**config.mk**
```make
export PLATFORM = sky130hd
export DESIGN_NAME = fifo_rd_ctrl_p_flat
export DESIGN_NICKNAME = d
export VERILOG_FILES = /design/src/rtl/fifo_rd_ctrl_p_if.sv /design/src/rtl/fifo_rd_ctrl_p.sv /design/src/flat_wrapper.sv
export SDC_FILE = /design/constraint.sdc
export NUM_CORES = 1
export LEC_CHECK = 0
export ABC_AREA = 1
export CAP_MARGIN = 10
export CORE_ASPECT_RATIO = 2
export CORE_MARGIN = 4
export CORE_UTILIZATION = 43
export CTS_BUF_LIST = sky130_fd_sc_hd__clkbuf_8
export CTS_CLUSTER_SIZE = 10
export DETAILED_ROUTE_END_ITERATION = 7
export PLACE_DENSITY = 0.78
export SYNTH_ARGS = -nofsm -noshare
export SYNTH_HDL_FRONTEND = slang
export SYNTH_SLANG_ARGS = --single-unit
```
**constraint.sdc**
```tcl
create_clock -name rclk -period 3 [get_ports rclk]
set_input_delay 0.3 -clock rclk [delete_from_list [all_inputs] [get_ports rclk]]
set_output_delay 0.3 -clock rclk [all_outputs]
set_load 0.01 [all_outputs]
```
**src/rtl/fifo_rd_ctrl_p_if.sv**
```systemverilog
// fifo_rd_ctrl_p_if: read-side FIFO signal bundle (consumer, write-pointer crossing, RAM port).
// Latency: none, wires only.
// Backpressure: carried by rinc/rvalid (FWFT) or rinc/rempty (pop mode) inside the bundle.
// Ports: master = environment side (drives rinc, wptr, aempty_thr, mem_rdata);
//        slave  = controller side (drives raddr, ren, rdata, rvalid, flags, rlevel, rptr, rerr).
interface fifo_rd_ctrl_p_if #(
    parameter int DATASIZE = 8,
    parameter int ADDSIZE  = 4
);
    logic                rinc;
    logic [ADDSIZE:0]    wptr;
    logic [ADDSIZE:0]    aempty_thr;
    logic [ADDSIZE-1:0]  raddr;
    logic                ren;
    logic [DATASIZE-1:0] mem_rdata;
    logic [DATASIZE-1:0] rdata;
    logic                rvalid;
    logic                rempty;
    logic                ralmost_empty;
    logic [ADDSIZE:0]    rlevel;
    logic [ADDSIZE:0]    rptr;
    logic                rerr;

    modport master (
        output rinc, wptr, aempty_thr, mem_rdata,
        input  raddr, ren, rdata, rvalid, rempty, ralmost_empty, rlevel, rptr, rerr
    );

    modport slave (
        input  rinc, wptr, aempty_thr, mem_rdata,
        output raddr, ren, rdata, rvalid, rempty, ralmost_empty, rlevel, rptr, rerr
    );
endinterface

```
**src/rtl/fifo_rd_ctrl_p.sv**
```systemverilog
// fifo_rd_ctrl_p: read-side controller of the dual-clock gray-pointer FIFO, entirely in rclk.
// Latency: writes seen SYNC_STAGES+1 cycles after wptr settles; rdata 1 cycle after ren (FWFT=0), head valid 2 cycles after non-empty (FWFT=1).
// Backpressure: FWFT=0 pops only while not empty; FWFT=1 holds off RAM reads while the 2-entry output buffer has no room, consumer throttles with rinc.
// Ports: rclk, rrst (synchronous, active-high); bus (slave modport):
//        in  rinc, wptr (gray, async), aempty_thr, mem_rdata
//        out raddr, ren, rdata, rvalid, rempty, ralmost_empty, rlevel, rptr (gray), rerr
// SYNC_STAGES must be 2..4; ADDSIZE must be at least 2.
module fifo_rd_ctrl_p #(
    parameter int DATASIZE    = 8,
    parameter int ADDSIZE     = 4,
    parameter int SYNC_STAGES = 2,
    parameter int FWFT        = 0
) (
    input  logic            rclk,
    input  logic            rrst,
    fifo_rd_ctrl_p_if.slave bus
);

    function automatic logic [ADDSIZE:0] bin2gray(input logic [ADDSIZE:0] b);
        return b ^ (b >> 1);
    endfunction

    function automatic logic [ADDSIZE:0] gray2bin(input logic [ADDSIZE:0] g);
        logic [ADDSIZE:0] b;
        b = g;
        for (int i = ADDSIZE - 1; i >= 0; i--) begin
            b[i] = b[i+1] ^ g[i];
        end
        return b;
    endfunction

    // write-pointer synchroniser
    logic [ADDSIZE:0] sync_q [SYNC_STAGES];
    logic [ADDSIZE:0] wq;
    logic [ADDSIZE:0] wbin_s;

    // read pointer and status state
    logic [ADDSIZE:0]    rbin;
    logic [ADDSIZE:0]    rptr_q;
    logic                empty_int;
    logic [ADDSIZE:0]    rlevel_q;
    logic                ralmost_q;
    logic                rerr_q;
    logic                rvalid_q;

    // FWFT output buffer: buf0 is always the head
    logic [DATASIZE-1:0] buf0;
    logic [DATASIZE-1:0] buf1;
    logic [1:0]          buf_cnt;
    logic                inflight;

    logic                pop_int;
    logic                pop_out;
    logic [2:0]          occ_after;
    logic                inflight_next;
    logic [ADDSIZE:0]    rbin_next;
    logic [ADDSIZE:0]    rgray_next;
    logic [ADDSIZE:0]    level_next;
    logic                rempty_int;

    always_ff @(posedge rclk) begin
        if (rrst) begin
            for (int i = 0; i < SYNC_STAGES; i++) begin
                sync_q[i] <= '0;
            end
        end else begin
            sync_q[0] <= bus.wptr;
            for (int i = 1; i < SYNC_STAGES; i++) begin
                sync_q[i] <= sync_q[i-1];
            end
        end
    end

    assign wq     = sync_q[SYNC_STAGES-1];
    assign wbin_s = gray2bin(wq);

    always_comb begin
        pop_out       = 1'b0;
        occ_after     = 3'd0;
        pop_int       = 1'b0;
        inflight_next = 1'b0;
        if (FWFT != 0) begin
            pop_out = bus.rinc & (buf_cnt != 2'd0);
            // Occupancy once this cycle's returning word lands and the head is taken;
            // this is also next cycle's buf_cnt.
            occ_after     = {1'b0, buf_cnt} + {2'b00, inflight} - {2'b00, pop_out};
            pop_int       = !rrst & !empty_int & (occ_after < 3'd2);
            inflight_next = pop_int;
        end else begin
            pop_int = !rrst & bus.rinc & !empty_int;
        end
    end

    assign rbin_next  = rbin + {{ADDSIZE{1'b0}}, pop_int};
    assign rgray_next = bin2gray(rbin_next);

    // Words still in the RAM plus, in FWFT mode, words already fetched but not consumed.
    assign level_next = (wbin_s - rbin_next)
                      + {{(ADDSIZE-1){1'b0}}, occ_after[1:0]}
                      + {{ADDSIZE{1'b0}}, inflight_next};

    assign rempty_int = (FWFT != 0) ? (buf_cnt == 2'd0) : empty_int;

    always_ff @(posedge rclk) begin
        if (rrst) begin
            rbin      <= '0;
            rptr_q    <= '0;
            empty_int <= 1'b1;
            rlevel_q  <= '0;
            ralmost_q <= 1'b1;
            rerr_q    <= 1'b0;
            rvalid_q  <= 1'b0;
            inflight  <= 1'b0;
            buf_cnt   <= 2'd0;
            buf0      <= '0;
            buf1      <= '0;
        end else begin
            rbin      <= rbin_next;
            rptr_q    <= rgray_next;
            // Full gray equality: a pointer one lap behind differs in the MSB and is not empty.
            empty_int <= (rgray_next == wq);
            rlevel_q  <= level_next;
            ralmost_q <= (level_next <= bus.aempty_thr);
            rerr_q    <= bus.rinc & rempty_int;
            rvalid_q  <= (FWFT == 0) && pop_int;
            inflight  <= inflight_next;
            buf_cnt   <= occ_after[1:0];
            if (inflight) begin
                if (pop_out) begin
                    if (buf_cnt == 2'd2) begin
                        buf0 <= buf1;
                        buf1 <= bus.mem_rdata;
                    end else begin
                        buf0 <= bus.mem_rdata;
                    end
                end else if (buf_cnt == 2'd0) begin
                    buf0 <= bus.mem_rdata;
                end else begin
                    buf1 <= bus.mem_rdata;
                end
            end else if (pop_out) begin
                buf0 <= buf1;
            end
        end
    end

    assign bus.raddr         = rbin[ADDSIZE-1:0];
    assign bus.ren           = pop_int;
    assign bus.rdata         = (FWFT != 0) ? buf0 : bus.mem_rdata;
    assign bus.rvalid        = (FWFT != 0) ? (buf_cnt != 2'd0) : rvalid_q;
    assign bus.rempty        = rempty_int;
    assign bus.ralmost_empty = ralmost_q;
    assign bus.rlevel        = rlevel_q;
    assign bus.rptr          = rptr_q;
    assign bus.rerr          = rerr_q;

endmodule
```
**src/flat_wrapper.sv**
```systemverilog
// flat-port wrapper written by rule: the top's interface ports become plain ports
module fifo_rd_ctrl_p_flat 
#(
    parameter int DATASIZE    = 8,
    parameter int ADDSIZE     = 4,
    parameter int SYNC_STAGES = 2,
    parameter int FWFT        = 0
)
  (rclk, rrst, bus_rinc, bus_wptr, bus_aempty_thr, bus_mem_rdata, bus_raddr, bus_ren, bus_rdata, bus_rvalid, bus_rempty, bus_ralmost_empty, bus_rlevel, bus_rptr, bus_rerr);
  fifo_rd_ctrl_p_if #(.DATASIZE(DATASIZE), .ADDSIZE(ADDSIZE)) bus_i ();
  input  logic rclk;
  input  logic rrst;
  input wire logic [$bits(bus_i.rinc)-1:0] bus_rinc;
  input wire logic [$bits(bus_i.wptr)-1:0] bus_wptr;
  input wire logic [$bits(bus_i.aempty_thr)-1:0] bus_aempty_thr;
  input wire logic [$bits(bus_i.mem_rdata)-1:0] bus_mem_rdata;
  output wire logic [$bits(bus_i.raddr)-1:0] bus_raddr;
  output wire logic [$bits(bus_i.ren)-1:0] bus_ren;
  output wire logic [$bits(bus_i.rdata)-1:0] bus_rdata;
  output wire logic [$bits(bus_i.rvalid)-1:0] bus_rvalid;
  output wire logic [$bits(bus_i.rempty)-1:0] bus_rempty;
  output wire logic [$bits(bus_i.ralmost_empty)-1:0] bus_ralmost_empty;
  output wire logic [$bits(bus_i.rlevel)-1:0] bus_rlevel;
  output wire logic [$bits(bus_i.rptr)-1:0] bus_rptr;
  output wire logic [$bits(bus_i.rerr)-1:0] bus_rerr;
  assign bus_i.rinc = bus_rinc;
  assign bus_i.wptr = bus_wptr;
  assign bus_i.aempty_thr = bus_aempty_thr;
  assign bus_i.mem_rdata = bus_mem_rdata;
  assign bus_raddr = bus_i.raddr;
  assign bus_ren = bus_i.ren;
  assign bus_rdata = bus_i.rdata;
  assign bus_rvalid = bus_i.rvalid;
  assign bus_rempty = bus_i.rempty;
  assign bus_ralmost_empty = bus_i.ralmost_empty;
  assign bus_rlevel = bus_i.rlevel;
  assign bus_rptr = bus_i.rptr;
  assign bus_rerr = bus_i.rerr;
  fifo_rd_ctrl_p #(.DATASIZE(DATASIZE), .ADDSIZE(ADDSIZE), .SYNC_STAGES(SYNC_STAGES), .FWFT(FWFT)) u_core (.rclk(rclk), .rrst(rrst), .bus(bus_i));
endmodule
```
==> metrics list, run 1 <==
* Post-synth top area share: between 30% and 40%
- Deepest clock path buffer count: 2
- Latest clock arrival within the worst-skew pair: about 270 ps
- Across the routed clock network, the largest skew measured is approximately 2.3 ps.
- After the flow finishes, the layout carries non-filler instances totaling about 270.
* HPWL Detailed: between 2000 and 2500 um
- The cell count after synthesis came out at 196.
* Pwr Density: roughly 460 nW/um^2
- Cell Count Post-Placement: 264
- Data on the critical path is required at its endpoint by around 3200 ps.
- Detailed-route wire length: 3170 um
- The initial antenna violation count came to 0.
- The initial utilization of the core area, before any placement, comes to 45.8%.
* Share of layout cells above drive strength 1: a little over a fifth
- The count of buffers added on input and output ports is 31.
- The area growth from synthesis to layout is 42.3%.
- For the pin with the worst max-slew slack, the measured transition is ~350 ps.
- CTS built an H-tree with a depth of 1.
- Number of violations of the max-capacitance limit: 0
* Die X: 49.5 um
* Most used DFF post-synth: sky130_fd_sc_hd__dfxtp_1
* Inserted Clock Buffers: 3
- Ant diodes: 0
* Via count: 1331
- The Yosys step of the flow raised 0 warnings.
- The core region is around 3200 um^2.
* Library cell used as clock root buffer: sky130_fd_sc_hd__clkbuf_8
- Count of unresolved DRC violations after routing: 0
- In the synthesized netlist the async set-or-reset flop fraction comes to 0%.
- TritonCTS clock tree: built
* Number of flops mapped to enable cells by yosys: 0
* #FFs+latches synth: 28
* Number of nets in the synthesized netlist: 230
- Clock sink count: 28
- Period utilization: 97.3%
- The share of the Yosys chip area taken by registers is 37.9%.
- The number of max-slew violations in the final report is 0.
* Top fanout value on the critical path: 3
* Vias in the first global route: 1262
* Maximum clock rate: between 0.3 and 0.4 GHz
* Routed via count divided by cell count: between 4 and 5
- Element type at the critical path start: input port
* Final weighted congestion in routability-driven placement: between 0.7 and 0.8
- By startpoint and endpoint, the worst setup path is classified as input port to flop.
- Final critical-path required period: just under 3000 ps
- After global routing the overflow that remains totals 0.
- The tightest min-delay check is of the input port to flop type.
* WHS: approximately 350 ps
- The mapped netlist covers ~1500 um^2.
- Setup violations remaining at the end of the flow were counted as 0.
- # nets final: approximately 280
- Largest net degree at the start of global routing: 26
* Iteration-0 DRC count of the detailed router: 12
- Worst voltage drop across the vdd grid: between 400 and 500 uV
- Average wire per cell in the routed design: 11.6 um
- Distinct cells, synth: 25
- Total count of hold-check failures in the final report: 0
- Data arrival time at the worst-slack endpoint: approximately 3100 ps
- Clock-pin slew was measured on the worst setup and hold paths at approximately 90 ps.
* Leakage power total: about 1.0 nW
- The count of nets left with antenna violations once routing finished came out at 0.
- The biggest area contributor in the post-synthesis netlist is sky130_fd_sc_hd__dfxtp_1.
- Worst-case headroom to the max-slew limit: about 76%
* Sort of element at the end of the critical path: flop
* First-pass GRT wire length: ~5200 um
- Each instance of the synthesized netlist takes up on average around 7.5 um^2.
- Largest cells by area after synthesis: sky130_fd_sc_hd__dfxtp_1 (38%), sky130_fd_sc_hd__ha_1 (10%), sky130_fd_sc_hd__inv_1 (9.1%), sky130_fd_sc_hd__nand2_1 (9.1%), sky130_fd_sc_hd__nor2_1 (8.1%)
* Die Area: 4500 um^2
* Outcome: finished clean
- Before antenna repair, the detailed router went through 4 iterations.
* Total routing usage reported by global routing: approximately 15%
* Number of top-level design ports: 48
* Leading post-synthesis cells by instance count: sky130_fd_sc_hd__inv_1 (36), sky130_fd_sc_hd__nand2_1 (36), sky130_fd_sc_hd__nor2_1 (32)
- The die is 90.9 um tall.
- The floorplan has 29 rows.
- For this design, the CTS-stage hold fixing added 0 buffers.
through the flow:
step | TNS, ps | setup slack, ps | area (um^2) | power [mW] | util (%)
CTS | 0 | 17.4 | 2010 | 0.949 | 62.3
detailed placement | -403 | -403 | 1890 | 0.627 | 58.6
global placement | -313 | -313 | 1890 | 0.623 | 58.6
finish | 0 | 80.0 | 2100 | 0.967 | 65.2
floorplan | 0 | 1.53 | 1490 | 0.541 | -
global route | -19.0 | -19.0 | 2100 | 1.02 | 65.2
critical path, stage by stage:
cell,delay (ps)
sky130_fd_sc_hd__clkdlybuf4s50_1,490
sky130_fd_sc_hd__nand2_2,80
sky130_fd_sc_hd__nor2_4,180
sky130_fd_sc_hd__ha_1,280
sky130_fd_sc_hd__ha_2,200
sky130_fd_sc_hd__fa_2,370
sky130_fd_sc_hd__nor2_4,120
sky130_fd_sc_hd__nor2_1,50
sky130_fd_sc_hd__nor2_1,70
sky130_fd_sc_hd__nor2_1,50
sky130_fd_sc_hd__xnor2_1,140
sky130_fd_sc_hd__ha_1,340
sky130_fd_sc_hd__nand3_2,100
sky130_fd_sc_hd__o311ai_2,240
sky130_fd_sc_hd__nand2_1,70
metal layers:
layer / track usage (%) / vias up / part of all wire [%]
met5: 0 / - / 0
met4: 14.3 / 0 / 7.0
met3: 2.13 / 18 / 3.4
met2: 26.3 / 43 / 52
met1: 14.6 / 592 / 38
li1: - / 678 / -
cells in the final DEF (no fill, tap or decap), drive strengths merged:
cell	count
dlymetal6s2s	1
xnor2	2
nand3	15
nor2	32
xnor3	1
o21ai	1
dfxtp	28
nand3b	1
o311ai	1
inv	37
a21oi	7
clkdlybuf4s50	30
nor3	1
fa	1
nand4	3
and2	1
ha	12
buf	24
nand2	37
clkbuf	3
xor2	4
bufinv	1
state kept, by name (all words and copies together), names as in the netlist:
| register | count |
|---|---|
| u_core.sync_q | 10 |
| u_core.bus.rlevel | 5 |
| u_core.bus.rptr | 5 |
| u_core.rbin | 4 |
| u_core.bus.ralmost_empty | 1 |
| u_core.bus.rempty | 1 |
| u_core.bus.rerr | 1 |
| u_core.bus.rvalid | 1 |
worst paths after layout:
path | end | depth (start not counted) | slack (ps) | start
min | u_core.bus.rvalid | 4 | 350 | rrst
max | u_core.bus.ralmost_empty | 15 | 80 | bus_rinc
max reg2reg | u_core.bus.ralmost_empty | 14 | 120 | u_core.sync_q[0][9]
min reg2reg | u_core.sync_q[0][9] | 2 | 400 | u_core.sync_q[0][4]
cells by family after synthesis:
logic type / after synthesis / share of synthesized area [%]
simple gates: 90 / 25.6
buf+inv: 49 / 14.6
flops: 28 / 37.9
fa+ha+maj: 13 / 11.5
compound gates: 9 / 3.30
xor+xnor: 7 / 7.11
what timing repair did:
item	CTS	global route
pin swaps	5	7
endpoints found under the hold margin	0	0
gates resized for setup	9	13
buffers inserted	3	3
setup endpoints to repair	1	1
final cells by class:
cell class	instances	area, um^2
timing repair buffer	55	493
inverter	37	139
fill	255	1120
tap	31	38.8
sequential	28	563
clock inverter	1	30.0
clock buffer	3	41.3
multi-input combinational	119	800
where the power goes:
| part | internal, mW | total [mW] | leakage [nW] | switching [mW] |
|---|---|---|---|---|
| registers | 0.396 | 0.408 | 0.231 | 0.0120 |
| logic | 0.143 | 0.264 | 0.743 | 0.121 |
| clock network | 0.179 | 0.295 | 0.0357 | 0.117 |
No activity file was read; power rests on OpenSTA's default activity.
==> inputs of run 2 (changes only) <==
--- a/config.mk
+++ b/config.mk
@@ -5,15 +5,16 @@
 export SDC_FILE = /design/constraint.sdc
 export NUM_CORES = 1
 export LEC_CHECK = 0
-export ABC_AREA = 1
 export CAP_MARGIN = 10
 export CORE_ASPECT_RATIO = 2
 export CORE_MARGIN = 4
-export CORE_UTILIZATION = 43
+export CORE_UTILIZATION = 41
 export CTS_BUF_LIST = sky130_fd_sc_hd__clkbuf_8
 export CTS_CLUSTER_SIZE = 10
 export DETAILED_ROUTE_END_ITERATION = 7
+export MAX_ROUTING_LAYER = met4
 export PLACE_DENSITY = 0.78
+export RECOVER_POWER = 50
 export SYNTH_ARGS = -nofsm -noshare
 export SYNTH_HDL_FRONTEND = slang
 export SYNTH_SLANG_ARGS = --single-unit
==> metrics list, run 2 <==
- The flow ran to the end, but the final reports show violations.
- Crit-path slowest cell: sky130_fd_sc_hd__clkdlybuf4s50_1
- Distinct cells, synth: 23 (-8.0%)
- The final reports fail on negative setup slack.
- The area of placed instances was 1690 um^2 (-11%).
- The clock sink count was 28 (unchanged).
* Latest clock arrival within the worst-skew pair: 280 ps (about the same)
* Number of non-filler instances in the completed layout: 196 (-28%)
* IO buf count: 31 (unchanged)
* Average wire per cell in the routed design: 13.8 um (+19%)
- The register with the most flip-flops in the final layout is u_core.sync_q.
* Pwr Density: 495 nW/um^2 (+7.6%)
* Number of nets in the synthesized netlist: 159 (-31%)
- The ratio of cells with drive above 1 in the final layout was 25.3% (+3.9 points).
- Syn-to-layout area delta: 44.4%
- Critical Path RT: 3170 ps (about the same)
* CP top delay family: adder cells
- Leading cell type by number of instances after synthesis: sky130_fd_sc_hd__dfxtp_1
* Std-Cell Rows: 28 (-3.4%)
* Die X: 47.9 um (-3.2%)
- The leftover overflow at the end of global routing came to 0 (unchanged).
- #FFs+latches synth: 28 (unchanged)
* Data arrival time at the worst-slack endpoint: 3170 ps (+80 ps)
* Leakage power total: 0.823 nW (-18%)
- Post-synth top area share: 43.0% (+5.1 points)
- The number of optimization iterations in the first detailed-route pass came to 3 (-1).
- The initial antenna violation count was 0 (unchanged).
* Synthesized area per cell: 10.4 um^2 (+38%)
- Actual transition at the worst max-transition pin: 336 ps (-15.8 ps)
* Final Setup Violations: 1 (+1)
* Number of max-slew violations in the final report: 0 (unchanged)
- The slack of the critical path is -5.89 ps (-85.8 ps).
- The HPWL after detailed placement is 1940 um (-17%).
* Die Height: 87.8 um (-3.5%)
- The proportion of register bits with asynchronous set or reset after synthesis is 0% (unchanged).
- Leaving out fill and tap cells, the most frequent cell in the layout is sky130_fd_sc_hd__dfxtp_1.
- Most frequent cells in the layout: sky130_fd_sc_hd__dfxtp_1 (26), sky130_fd_sc_hd__clkdlybuf4s50_1 (24), sky130_fd_sc_hd__buf_4 (16)
* Total count of hold-check failures in the final report: 0 (unchanged)
* Die Area: 4200 um^2 (-6.6%)
- The number of global-route vias before repair was 1027 (-19%).
- The buffering stage count on the worst path with inverters included was 2 (+1).
* Inserted Clock Buffers: 3 (unchanged)
- The number of flip-flops in the largest register was 10 (unchanged).
- Setup repair after global routing could not meet its margin everywhere.
- The number of placed instances, taps included is 189 (-28%).
- The routability congestion estimate from global placement came to 0.834 (+6.5%).
- Number of flops mapped to enable cells by yosys: 0 (unchanged)
* TritonCTS clock tree: built
* Count of unresolved DRC violations after routing: 0 (unchanged)
- STA classifies the critical path startpoint as an input port.
* Synthesized netlist cell count: 125 (-36%)
- The clock-pin slew on the worst setup and hold paths is 90 ps (about the same).
* Deepest clock path buffer count: 2 (unchanged)
- The number of nets in the layout came to 201 (-28%).
* Fill cell total of the finished layout: 236 (-7.5%)
- Sort of element at the end of the critical path: flop
- Number of top-level design ports: 48 (unchanged)
- Number of violations of the max-capacitance limit: 0 (unchanged)
- The count of H-tree levels built during CTS was 1 (unchanged).
- Summed over all instances, the cell type with the most area after synthesis is sky130_fd_sc_hd__dfxtp_1.
- The highest fanout seen on the critical path was 2 (-1).
- The count of synthesis-stage warnings from yosys came to 0 (unchanged).
* Detailed-route wire length: 2710 um (-15%)
- Counting instances in the post-synthesis netlist gives the leading cell types as sky130_fd_sc_hd__dfxtp_1 (28), sky130_fd_sc_hd__nor2b_1 (15), sky130_fd_sc_hd__ha_1 (12).
- Iteration-0 DRC count of the detailed router: 24 (+12)
- The wire length of the first global-routing pass is 4160 um (-21%).
- The largest net degree at the start of global routing came to 29 (+12%).
* Worst voltage drop across the vdd grid: 337 uV (-19%)
- The critical path in this run is classified as input port to flop.
- Clock tree synthesis selected as its root buffer the cell sky130_fd_sc_hd__clkbuf_8.
- Std-Cell Core Area: 3010 um^2 (-6.7%)
- The top achievable clock speed was 0.333 GHz (-2.9%).
* Routed via count divided by cell count: 4.82 (-0.75%)
* Final critical-path required period: 3010 ps (+85.8 ps)
* Ant diodes: 0 (unchanged)
- Via count: 945 (-29%)
- The ratio of final minimum period to clock period came to 100% (+2.9 points).
- Combined area of all synthesized cells: 1300 um^2 (-12%)
- The delay of the slowest cell on the worst path came to 480 ps (about the same).
- By area the synthesized netlist is led by sky130_fd_sc_hd__dfxtp_1 (43%), sky130_fd_sc_hd__ha_1 (12%), sky130_fd_sc_hd__nor2b_1 (7.2%), sky130_fd_sc_hd__xor2_1 (6.0%), sky130_fd_sc_hd__xnor2_1 (5.4%).
* Initial Utilization: 43.3% (-2.5 points)
- The relative slew slack is 77.4% (+0.92 points).
* Setup TNS: -5.89 ps (-5.89 ps)
* Most used DFF post-synth: sky130_fd_sc_hd__dfxtp_1
* Total routing usage reported by global routing: 14.4% (-0.71 points)
- Traced cell by cell, the critical path runs through clkdlybuf4s50_1, nor3b_4, buf_6, ha_4, ha_2, xnor2_2, ha_1, a21o_1, a21oi_2, xnor2_2, ha_1, and3_1, a31oi_1, o21ai_2.
- The smallest hold slack is 448 ps (+96.2 ps).
* Number of nets with antenna violations after detailed routing: 0 (unchanged)
- Summed area of non-filler cells in the final layout: 1880 um^2 (-11%)
* Clock Skews: 3.66 ps (+1.31 ps)
* Hold/Removal Path Class: flop to flop
- The share of the yosys chip area belonging to registers was 43.0% (+5.1 points).
-- run 2: what timing repair did --
item	CTS	global route
buffers inserted	2	1
endpoints found under the setup margin	1	1
endpoints found under the hold margin	0	0
hold buffers	0	0
resized for setup	10	10
pin swaps	6	9
-- run 2: stage by stage --
step	worst slack [ps]	util (%)	total power, mW
2_1_floorplan	70.4	-	0.531
3_3_place_gp	-214	56.1	0.609
6_report	-5.89	62.5	0.932
3_5_place_dp	-293	56.1	0.616
5_1_grt	-156	62.5	0.974
4_1_cts	1.48	60.8	0.919
-- run 2: logic make-up (layout without fill, tap and decap cells) --
logic type	Yosys count	in the layout	synth area share, %
adder cells (fa/ha/maj)	13	13	13.1
buffers and inverters	21	62	8.35
flip-flops	28	28	43.0
AO/OA/AOI/OAI	10	10	5.18
AND/OR/NAND/NOR	32	32	14.0
XOR/XNOR	21	21	16.4
-- run 2: routing by layer --
metal,up-vias,GRT usage (%),wire length (um)
met4,0,10.8,163
met2,36,26.1,1550
met5,-,-,0
met3,15,2.67,162
met1,428,11.3,835
li1,466,-,-
-- run 2: worst paths after layout --
| check | start | to | slack [ps] | cells after the start |
|---|---|---|---|---|
| worst min-delay path | u_core.sync_q[0][2] | u_core.sync_q[0][7] | 450 | 1 |
| worst max register to register | u_core.sync_q[0][8] | u_core.bus.ralmost_empty | 0 | 14 |
| worst min register to register | u_core.sync_q[0][2] | u_core.sync_q[0][7] | 450 | 1 |
| worst max-delay path | bus_rinc | u_core.bus.ralmost_empty | -6 | 14 |
-- run 2: layout make-up --
| class | instances | area, um^2 | share of cell area, % |
|---|---|---|---|
| multi-input cells | 76 | 729 | 38.7 |
| flip-flops and latches | 28 | 566 | 30.0 |
| repair buffers | 48 | 442 | 23.5 |
| clock buffers | 3 | 41.3 | 2.19 |
| inverters | 10 | 37.5 | 1.99 |
| well taps | 30 | 37.5 | 1.99 |
| clock inverters | 1 | 30.0 | 1.59 |
-- run 2: power breakdown --
group          switching [mW]  leakage [nW]  total (mW)  internal, mW
combinational          0.0966         0.556       0.234         0.137
clock                   0.115        0.0357       0.293         0.179
sequential             0.0101         0.231       0.404         0.394
total                   0.221         0.823       0.932         0.710
==> inputs of run 3 (changes only) <==
--- a/config.mk
+++ b/config.mk
@@ -5,15 +5,16 @@
 export SDC_FILE = /design/constraint.sdc
 export NUM_CORES = 1
 export LEC_CHECK = 0
+export ABC_AREA = 1
 export CAP_MARGIN = 10
 export CORE_ASPECT_RATIO = 2
 export CORE_MARGIN = 4
-export CORE_UTILIZATION = 41
+export CORE_UTILIZATION = 51
 export CTS_BUF_LIST = sky130_fd_sc_hd__clkbuf_8
 export CTS_CLUSTER_SIZE = 10
 export DETAILED_ROUTE_END_ITERATION = 7
 export MAX_ROUTING_LAYER = met4
-export PLACE_DENSITY = 0.78
+export PLACE_DENSITY = 0.87
 export RECOVER_POWER = 50
 export SYNTH_ARGS = -nofsm -noshare
 export SYNTH_HDL_FRONTEND = slang
==> constraint.sdc (replaced) <==
create_clock -name rclk -period 3.6 [get_ports rclk]
set_input_delay 0.36 -clock rclk [delete_from_list [all_inputs] [get_ports rclk]]
set_output_delay 0.36 -clock rclk [all_outputs]
set_load 0.01 [all_outputs]
==> metrics list, run 3 (synthesized netlist as in run 1, its figures left out) <==
* Number of cells on the worst hold path: 2 (+1)
* Overflow after GRT: 0 (unchanged)
- Outcome: finished clean
* Area of the multi-input gates: 706 um^2 (-3.3%)
* Hold/Removal Path Class: flop to flop
- The worst hold path terminates at u_core.sync_q[0][5].
* RSZ-0062 raised after global routing: false
- Maximum clock rate: 0.307 GHz
* Critical Path RT: 3760 ps (+590 ps)
- The worst register-to-register path begins at u_core.sync_q[0][8].
- # nets final: 258 (+28%)
* Number of violations of the max-capacitance limit: 0 (unchanged)
* Flop-to-flop setup slack: 420 ps (+420 ps)
- Worst voltage drop across the vdd grid: 310 uV (-7.9%)
- Sum of internal, switching and leakage power: 0.746 mW (-20%)
- Clock sink count: 28 (unchanged)
- Post-CTS Setup Bufs: 0 (-2)
* First-pass GRT wire length: 5200 um (+25%)
- Sort of element at the end of the critical path: flop
- Number of max-slew violations in the final report: 0 (unchanged)
- Clock Skews: 2.27 ps (-1.39 ps)
- Deepest clock path buffer count: 2 (unchanged)
- The floorplan die width was 46.1 um (-3.8%).
- Leakage power total: 0.916 nW (+11%)
- Power share of the sequential group: 45.3% (+1.9 points)
- The number of buffers inserted by port buffering is 31 (unchanged).
- After layout, the worst path uses approximately nine tenths of the clock period.
- STA classifies the critical path startpoint as an input port.
- The relative slew slack is 29.3% (-48 points).
- Top reg by flops: u_core.sync_q
- The critical path in this run is classified as input port to flop.
- Share of layout cells above drive strength 1: 6.73% (-19 points)
- The number of I/O pins came to 48 (unchanged).
- Via count: 1267 (+34%)
- The number of setup violations in the final report is 0 (-1).
- Ant diodes: 0 (unchanged)
- The fraction of power consumed by combinational cells came to 22.1% (-3.0 points).
- The total global routing track utilization was 18.2% (+3.8 points).
* Largest net degree at the start of global routing: 26 (-10%)
- Data arrival time at the worst-slack endpoint: 3420 ps (+250 ps)
* Fill cell total of the finished layout: 221 (-6.4%)
- Vias in the first global route: 1296 (+26%)
* Number of antenna violations at the first check in global routing: 0 (unchanged)
* Routed via count divided by cell count: 5.03 (+4.3%)
- The worst-margin pin slew was 1060 ps (+723 ps).
* Number of cells upsized or downsized after cts: 0 (-10)
- Number of flip-flops in the largest register: 10 (unchanged)
* Count of unresolved DRC violations after routing: 0 (unchanged)
* Die Area: 3880 um^2 (-7.7%)
* Placement-stage cell area: 1780 um^2 (+5.3%)
- The core area was 2770 um^2 (-8.1%).
- Top fanout value on the critical path: 5 (+3)
- P_int: 0.562 mW (-21%)
- The final antenna-violating net count came to 0 (unchanged).
- Latest clock arrival within the worst-skew pair: 270 ps (about the same)
* Net load switching power: 0.184 mW (-17%)
- HPWL Detailed: 2320 um (+20%)
- Pwr Density: 403 nW/um^2 (-18%)
- The summed area of non-filler cells in the final layout came to 1850 um^2 (-1.8%).
- The root buffer cell chosen for the clock tree is sky130_fd_sc_hd__clkbuf_8.
- Std-Cell Rows: 27 (-3.6%)
- CTS Hold Buffers Added: 0 (unchanged)
- Average wire per cell in the routed design: 11.7 um (-15%)
- Number of cells on the worst reg-to-reg path: 14 (unchanged)
- Inserted Clock Buffers: 3 (unchanged)
* Clock transition at path regs: 90 ps (about the same)
* Final weighted congestion in routability-driven placement: 0.836 (+0.26%)
* Detailed-route wire length: 2940 um (+8.8%)
- The number of optimization iterations in the first detailed-route pass came to 4 (+1).
- Syn-to-layout area delta: 25.0%
- Most frequent cells in the layout: sky130_fd_sc_hd__inv_1 (36), sky130_fd_sc_hd__nand2_1 (36), sky130_fd_sc_hd__nor2_1 (31)
- Launch point of the worst hold path: u_core.sync_q[0][0]
* Part of the total power dissipated in the clock network: 32.5% (+1.0 points)
- The effective utilization at floorplan came to 53.4% (+10 points).
- The count of H-tree levels built during CTS was 1 (unchanged).
- The worst register-to-register path ends at u_core.bus.ralmost_empty.
- The total area of sequential cells came to 561 um^2 (-0.88%).
- The detailed router's first-iteration violation count is 46 (+92%).
* Total count of hold-check failures in the final report: 0 (unchanged)
* Die Height: 84.2 um (-4.1%)
* Final critical-path required period: between 3000 and 4000 ps
* TritonCTS clock tree: built
- The switching part of the total power is 24.7% (+0.94 points).
- The final design utilization was 66.8% (+4.3 points).
## run 3: cell types whose count changed in the layout (fill, tap and decap cells not counted), sizes merged, moves of 7 or more
| cell | before | now |
|---|---|---|
| buf | 17 | 3 |
| inv | 10 | 37 |
| nand2 | 0 | 37 |
| nand3 | 2 | 15 |
| nor2 | 10 | 32 |
| nor2b | 15 | 0 |
| xnor2 | 10 | 2 |
| xor2 | 11 | 4 |
## run 3: through the flow
| stage | setup WS [ps] | setup TNS [ps] | hold WS, ps | cells |
|---|---|---|---|---|
| 5_1_grt | 19.6 | 0 | 432 | 252 |
| 6_report | 341 | 0 | 408 | 252 |
| 2_1_floorplan | 420 | 0 | 388 | 196 |
| 4_1_cts | 271 | 0 | 411 | 252 |
| 3_5_place_dp | -28.9 | -28.9 | 397 | 248 |
| 3_3_place_gp | 135 | 0 | 389 | 248 |
## run 3: layout make-up
class / instances / share of cell area, %
Inverter: 37 / 7.51
Clock buffer: 3 / 2.23
Clock inverter: 1 / 1.62
Sequential cell: 28 / 30.3
Timing Repair Buffer: 35 / 18.2
Multi-Input combinational cell: 119 / 38.2
Tap cell: 29 / 1.96
## run 3: routing by layer
metal | global-route usage [%] | vias up | part of all wire (%)
met2 | 30.5 | 43 | 56
met3 | 2.58 | 14 | 5.0
met1 | 17.1 | 572 | 34
met5 | - | - | 0
met4 | 13.7 | 0 | 5.3
li1 | - | 638 | -
## run 3: worst max-delay path by stage
stage	startpoint	to	slack, ps	cells after the start
after detailed placement	rrst	u_core.bus.ralmost_empty	-30	18
after global routing	rrst	u_core.bus.ralmost_empty	20	18
after CTS	rrst	u_core.bus.ralmost_empty	270	18
after global placement	rrst	u_core.bus.ralmost_empty	130	18
final	rrst	u_core.bus.ralmost_empty	340	16
after floorplan	rrst	u_core.bus.ralmost_empty	420	18
## run 3: worst max-delay path, stage by stage
cell	delay, ps
sky130_fd_sc_hd__clkdlybuf4s50_1	470
sky130_fd_sc_hd__inv_1	50
sky130_fd_sc_hd__nand2_1	90
sky130_fd_sc_hd__nor2_2	60
sky130_fd_sc_hd__ha_1	200
sky130_fd_sc_hd__ha_1	220
sky130_fd_sc_hd__xnor2_2	290
sky130_fd_sc_hd__ha_1	330
sky130_fd_sc_hd__a21oi_1	160
sky130_fd_sc_hd__o21ai_0	140
sky130_fd_sc_hd__xor2_1	210
sky130_fd_sc_hd__inv_1	70
sky130_fd_sc_hd__ha_1	290
sky130_fd_sc_hd__nand3_1	90
sky130_fd_sc_hd__o311ai_0	290
sky130_fd_sc_hd__nand2_1	80
## run 3: power by group through the flow
stage	clock network, mW	logic (mW)	registers [mW]
finish	0.243	0.165	0.338
global route	0.262	0.185	0.341
CTS	0.249	0.169	0.338
detailed placement	0	0.168	0.345
global placement	0	0.162	0.345
floorplan	0	0.0980	0.353
